[src/rtl/fix2flt_sequencer.sv]
// fix2flt_sequencer: converts one sign-magnitude 16-bit fixed-point operand
// held in byte memory into float16 and writes the result back.
// The magnitude is normalized with one left shift per cycle.
module fix2flt_sequencer #(
    parameter int ADDR_W      = 8,
    parameter int IN_LO_ADDR  = 0,
    parameter int IN_HI_ADDR  = 1,
    parameter int OUT_LO_ADDR = 2,
    parameter int OUT_HI_ADDR = 3,
    parameter int EXP_TOP     = 21
) (
    input  logic              clk,
    input  logic              reset,
    input  logic              start,
    output logic              done,
    output logic              busy,
    output logic [ADDR_W-1:0] mem_addr,
    input  logic [7:0]        mem_rd_data,
    output logic              mem_wr_en,
    output logic [7:0]        mem_wr_data
);

    typedef enum logic [2:0] {
        IDLE, RD_LO, RD_HI, NORM, WR_LO, WR_HI, DONE
    } state_t;

    state_t      state, state_nxt;
    logic [14:0] mag;
    logic [4:0]  exp_q;
    logic        sign;
    logic [15:0] result;

    // A zero magnitude never normalizes, so it bypasses the exponent and
    // keeps only its sign (0x8000 stays 0x8000). Mantissa is truncated.
    assign result = (mag == 15'd0) ? {sign, 15'd0} : {sign, exp_q, mag[13:4]};

    // State register.
    always_ff @(posedge clk or negedge reset) begin
        if (!reset) state <= IDLE;
        else        state <= state_nxt;
    end

    // Operand capture and one-bit-per-cycle normalization.
    always_ff @(posedge clk or negedge reset) begin
        if (!reset) begin
            mag   <= '0;
            exp_q <= '0;
            sign  <= 1'b0;
        end else begin
            case (state)
                RD_LO: mag[7:0] <= mem_rd_data;
                RD_HI: begin
                    sign      <= mem_rd_data[7];
                    mag[14:8] <= mem_rd_data[6:0];
                    exp_q     <= 5'(EXP_TOP);
                end
                NORM: if (mag != 15'd0 && !mag[14]) begin
                    mag   <= mag << 1;
                    exp_q <= exp_q - 5'd1;
                end
                default: ;
            endcase
        end
    end

    // Next-state and Moore outputs decoded from the current state.
    always_comb begin
        state_nxt   = state;
        done        = 1'b0;
        busy        = 1'b1;
        mem_addr    = '0;
        mem_wr_en   = 1'b0;
        mem_wr_data = '0;
        case (state)
            IDLE: begin
                busy = 1'b0;
                if (start) state_nxt = RD_LO;
            end
            RD_LO: begin
                mem_addr  = ADDR_W'(IN_LO_ADDR);
                state_nxt = RD_HI;
            end
            RD_HI: begin
                mem_addr  = ADDR_W'(IN_HI_ADDR);
                state_nxt = NORM;
            end
            NORM: begin
                if (mag == 15'd0 || mag[14]) state_nxt = WR_LO;
            end
            WR_LO: begin
                mem_addr    = ADDR_W'(OUT_LO_ADDR);
                mem_wr_en   = 1'b1;
                mem_wr_data = result[7:0];
                state_nxt   = WR_HI;
            end
            WR_HI: begin
                mem_addr    = ADDR_W'(OUT_HI_ADDR);
                mem_wr_en   = 1'b1;
                mem_wr_data = result[15:8];
                state_nxt   = DONE;
            end
            DONE: begin
                done = 1'b1;
                busy = 1'b0;
                if (start) state_nxt = RD_LO;
            end
            default: state_nxt = IDLE;
        endcase
    end

endmodule

[config.mk]
export PLATFORM = sky130hd
export DESIGN_NAME = fix2flt_sequencer
export DESIGN_NICKNAME = d
export VERILOG_FILES = /design/src/rtl/fix2flt_sequencer.sv
export SDC_FILE = /design/constraint.sdc
export NUM_CORES = 1
export LEC_CHECK = 0
export CELL_PAD_IN_SITES_DETAIL_PLACEMENT = 0
export CELL_PAD_IN_SITES_GLOBAL_PLACEMENT = 1
export CORE_ASPECT_RATIO = 1.5
export CORE_MARGIN = 8
export CORE_UTILIZATION = 42
export DETAILED_ROUTE_END_ITERATION = 8
export PLACE_DENSITY = 0.91
export RECOVER_POWER = 25
export SYNTH_ARGS = -nofsm -noshare
export SYNTH_HDL_FRONTEND = slang
export SYNTH_SLANG_ARGS = --single-unit
[constraint.sdc]
create_clock -name clk -period 2.95 [get_ports clk]
set_input_delay 0.295 -clock clk [delete_from_list [all_inputs] [get_ports clk]]
set_output_delay 0.295 -clock clk [all_outputs]
set_load 0.01 [all_outputs]
== Word level (Yosys, flattened, before mapping) ==
Index checks and enable logic that the tools add are counted.
Word-level totals
  register bits: 24
  memories kept: 0
  bits of input ports: 11
  memory bits (writable): 0
  latch bits: 0
  output and inout port bits: 19
  memory bits (read-only): 0
Cells by class
  reduce and logical (&&, ||, !) cells: 13
  bitwise operators: 0
  equal/unequal tests: 9
  shift-type cells: 0
  mux-type cells: 14
  div/mod/pow operators: 0
  order comparisons: 0
  multiply operators: 0
  add/subtract/negate cells: 1
Operators with widths (count)
  8-bit one-hot mux with 2 select lines: 2
  15-bit 2-to-1 mux: 2
  3-bit one-hot mux with 6 select lines: 1
  15-bit logical NOT: 1
  15-bit nonzero test: 1
  7-bit one-hot mux with 2 select lines: 1
  5-bit one-hot mux with 2 select lines: 1
  3-bit equality test, second input constant: 3
  3-bit by 2-bit equality test with 1-bit output, second input constant: 2
  3-bit 2-to-1 mux: 2
  2-bit one-hot mux with 3 select lines: 1
  2-bit AND reduction: 3
  5-bit 2-to-1 mux: 1
  5-bit by 1-bit subtractor with 5-bit output, second input constant: 1
  2-bit inequality test, second input constant: 2
  2-bit nonzero test: 2
  2-bit OR reduction: 2
  3-bit by 1-bit equality test with 1-bit output, second input constant: 1
  3-bit logical NOT: 1
  1-bit 2-to-1 mux: 3
  2-bit by 1-bit inequality test with 1-bit output, second input constant: 1
  1-bit logical AND: 1
  1-bit logical NOT: 1
  1-bit logical OR: 1

== Depth between registers and ports, before layout ==
  depth after elaboration: 4
  depth in mapped cells: 6
  gate-level depth less buffers: 5

== Worst setup path before layout ==
No wires, ideal clock.
  kind: reg-to-reg
  start point: reg state[0]
  end point: reg mag[10]
  cell stages (with the launch flop): 6
  data arrival time: 1.521 ns
  period minus slack after synthesis: 1.646 ns
  slack: 1.304 ns
  cell sequence: dfrtp_1 > buf_4 > nand2b_1 > nor2_2 > mux2_2 > mux2_2
On the way
  word-level cells in the longest chain between the ends: 3
  elaborated cells on any way between the ends: 6
  classes of those cells: 3 x eq/ne; 1 x mux; 2 x reduce/logical
RTL lines
  start: declaration: RTL line 27  | state_t state, state_nxt;
  start signal: assignment: RTL line 40  | else state <= state_nxt;
  3-bit by 2-bit equality test with 1-bit output: RTL line 50  | case (state)
  2-bit inequality test (no source line) or 2-bit nonzero test (tied branches)
  2-bit AND reduction (no source line)
  end signal: assignment: RTL line 54  | mag[14:8] <= mem_rd_data[6:0];
  end signal: assignment: RTL line 58  | mag <= mag << 1;
  end: declaration: RTL line 28  | logic [14:0] mag;
Parallel ways exist; a longest one is shown, timed or not.
A chain may end at the register's enable or synchronous reset.

== Worst setup path after layout ==
  start point: reg state[0]
  end point: out mem_addr[0]
On the way
  word-level cells in the longest chain between the ends: 2
  elaborated cells on any way between the ends: 4
  classes of those cells: 3 x eq/ne; 1 x mux
RTL lines
  3-bit equality test or 3-bit by 2-bit equality test with 1-bit output (tied branches): RTL line 74  | case (state)
  2-bit one-hot mux with 3 select lines *: RTL line 74
  end: declaration: RTL line 17  | output logic [ADDR_W-1:0] mem_addr,
Mark *: on every way between the ends. The rest lies on a longest branch, timed or not.

==> out/metrics.yaml <==
outcome: "complete, no violations"
finalHoldWorstSlack_ns: 0.530
gp_congestion: 0.796
worstHoldEndpoint: "sign$_DFFE_PN0P_"
worstPathRequired_ns: 2.65
p_leak_nw: 0.746
ant_nets: 0
ys_types: 40
worstPathCellList: "nand2b_1, nor2_2, a21o_1, clkdlybuf4s50_1"
reg2reg_from: "mag[7]$_DFFE_PN0P_"
critical_path_peak_fanout: 19
wl_per_cell_um: 15.8
critPathBufInv: 1
final_design_area_no_fill_sq_mm: 0.00176
worst_pin_slew_ns: 1.30
holdCritStartpoint: "sign$_DFFE_PN0P_"
r2r_cells: 4
layout.nets: 176
hpwlAfterDp_um: 2440
track_usage_pct: 12.5
placement_rows: 26
routed_wl_um: 3250
synth_warnings: 0
seqPwrFrac_pct: 38.8
post_cts_buffers: 0
placed_cell_area_sq_mm: 0.00171
vias: 1131
n_antenna_cell: 0
syn_avg_cell_area_sq_um: 10.5
rsz0062_at_grt: "no"
comb_power_share_pct: 49.4
drv_slew: 0
drt_iter0_drc: 20
fillers: 312
cts_made_buffers: 3
cts_hold_buf: 0
clkLatencyLatePin_ns: 0.27
grt_util_met3_pct: 2.41
clock_skew_ns: 0.00357
power.density_mw_per_mm2: 1070
clockBufferDepth: 2
gr-usage-met2_pct: 22.1
drive_gt1_share_pct: 21.5
grt_first_pass_wirelength_um: 5830
finalPower_mw: 1.89
hold_depth: 1
coreArea_sq_mm: 0.00338
portBuffers: 23
p_int_mw: 1.13
clkPwrFrac_pct: 11.8
period_needed_ns: 2.52
antenna_found_initial: 0
grt_max_degree: 25
final_core_util_pct: 52.1
max_cap_viol_count: 0
max-vdd-ir-drop_v: 0.000564
fin_crit_sh_pct: 85.3
start_util_pct: 43.8
io-pin-count: 30
crit_path_end_kind: "output port"
cts_resized: 0
firstDrtPassIters: 4
reg2reg_to: "mag[10]$_DFFE_PN0P_"
die_x_um: 64.5
syn_inst: 141
use_met1_pct: 14.2
first_global_vias: 1236
clk_pin_slew_worst_paths_ns: 0.08
slowest_stage: "dfrtp_1"
area_growth_pct: 18.8
overflow: 0
fmax_ghz: 0.398
via_per_inst: 5.52
slowest_delay_ns: 0.63
layout_common_cells: "24 x dfrtp_1, 22 x clkdlybuf4s50_1, 13 x mux2_2"
clock-sinks: 24
netlist_area_sq_mm: 0.00148
ys_ff_latch: 24
worstPathArrival_ns: 2.22
busiest_layer: "met2"
crit_path_start_kind: "flop"
switching_power_mw: 0.755
die_h_um: 88.8
slew-limit-headroom_pct: 13.5
path_class: "reg -> out"
drc: 0
cts-htree-levels: 1
cts_tree: "done"
hold_path.class: "reg -> reg"
p_sw_share_pct: 40.0
final_common_cell: "dfrtp_1"
die_area_sq_mm: 0.00573
setup_viol_count_final: 0
synth_sequential_area_ratio_pct: 40.5
r2r_slack_ns: 0.85
crit_family: "simple AND/OR/NAND/NOR gates"
timing.final.hold_violations: 0
cts_root_buf: "clkbuf_8"
tns_ns: 0
-- state kept, by name, summed over array words and instances (netlist names) --
name / flops
state: 3
sign: 1
mag: 15
exp_q: 5
-- power groups by stage --
stage,combinational (mW),sequential (mW),clock (mW)
3_3_place_gp,0.917,0.730,0
4_1_cts,0.946,0.731,0.224
6_report,0.933,0.733,0.223
2_1_floorplan,0.754,0.631,0
5_1_grt,1.05,0.761,0.241
3_5_place_dp,0.938,0.738,0
-- layout make-up --
| class | count | area, sq um | area share [%] |
|---|---|---|---|
| Multi-Input combinational cell | 104 | 786 | 44.6 |
| Sequential cell | 24 | 601 | 34.1 |
| Timing Repair Buffer | 26 | 249 | 14.1 |
| Clock buffer | 4 | 55.1 | 3.12 |
| Tap cell | 42 | 52.6 | 2.98 |
| Inverter | 5 | 18.8 | 1.07 |
-- worst max-delay path by stage --
stage	startpoint	to	slack, ns	cells after the start
floorplan	state[0]$_DFFE_PN0P_	mag[10]$_DFFE_PN0P_	1.30	5
global placement	state[0]$_DFFE_PN0P_	mem_addr[0]	0.78	4
detailed placement	state[0]$_DFFE_PN0P_	mem_addr[0]	0.73	4
CTS	state[0]$_DFFE_PN0P_	mem_addr[0]	0.44	4
global route	state[0]$_DFFE_PN0P_	mem_addr[0]	0.31	4
finish	state[0]$_DFFE_PN0P_	mem_addr[0]	0.43	4
-- per-stage QoR --
stage / instances / worst slack [ns]
detailed placement: 201 / 0.728
global placement: 201 / 0.780
global route: 205 / 0.306
CTS: 205 / 0.435
finish: 205 / 0.435
floorplan: 146 / 1.30
-- cells by family after synthesis --
| group | count (synthesis) | share of synthesized area [%] |
|---|---|---|
| AO/OA/AOI/OAI | 28 | 15.4 |
| buffers and inverters | 18 | 7.76 |
| multiplexers | 21 | 15.3 |
| other | 1 | 0.253 |
| adder cells (fa/ha/maj) | 1 | 0.844 |
| flip-flops | 24 | 40.5 |
| AND/OR/NAND/NOR | 48 | 19.9 |
-- per-layer routing --
| layer | wire, um | up-vias |
|---|---|---|
| met3 | 143 | 4 |
| met1 | 1330 | 560 |
| li1 | - | 545 |
| met2 | 1730 | 22 |
| met5 | 0 | - |
| met4 | 39 | 0 |
-- synth_stat cells, drive strengths merged --
| library cell | count | area, sq um |
|---|---|---|
| mux2i | 8 | 80.1 |
| nand3 | 1 | 5.00 |
| o211ai | 1 | 7.51 |
| nor3 | 4 | 30.0 |
| a211oi | 1 | 7.51 |
| buf | 12 | 92.6 |
| dfrtp | 24 | 601 |
| and4 | 1 | 8.76 |
| a21oi | 5 | 25.0 |
| conb | 1 | 3.75 |
| nor3b | 1 | 7.51 |
| mux2 | 13 | 146 |
| o221a | 7 | 78.8 |
| nor2b | 3 | 18.8 |
| and3 | 4 | 25.0 |
| a41o | 1 | 10.0 |
| or3 | 1 | 6.26 |
| nand2b | 10 | 62.6 |
| nand2 | 5 | 21.3 |
| clkbuf | 1 | 3.75 |
| nor2 | 13 | 51.3 |
| o21ai | 5 | 25.0 |
| nand4 | 1 | 6.26 |
| a21o | 3 | 22.5 |
| inv | 5 | 18.8 |
| and2 | 1 | 6.26 |
| nor4 | 3 | 46.3 |
| a41oi | 1 | 16.3 |
| a211o | 2 | 17.5 |
| o211a | 1 | 10.0 |
| a22o | 1 | 8.76 |
| ha | 1 | 12.5 |
Note: power is estimated with default switching activity, not from simulation.
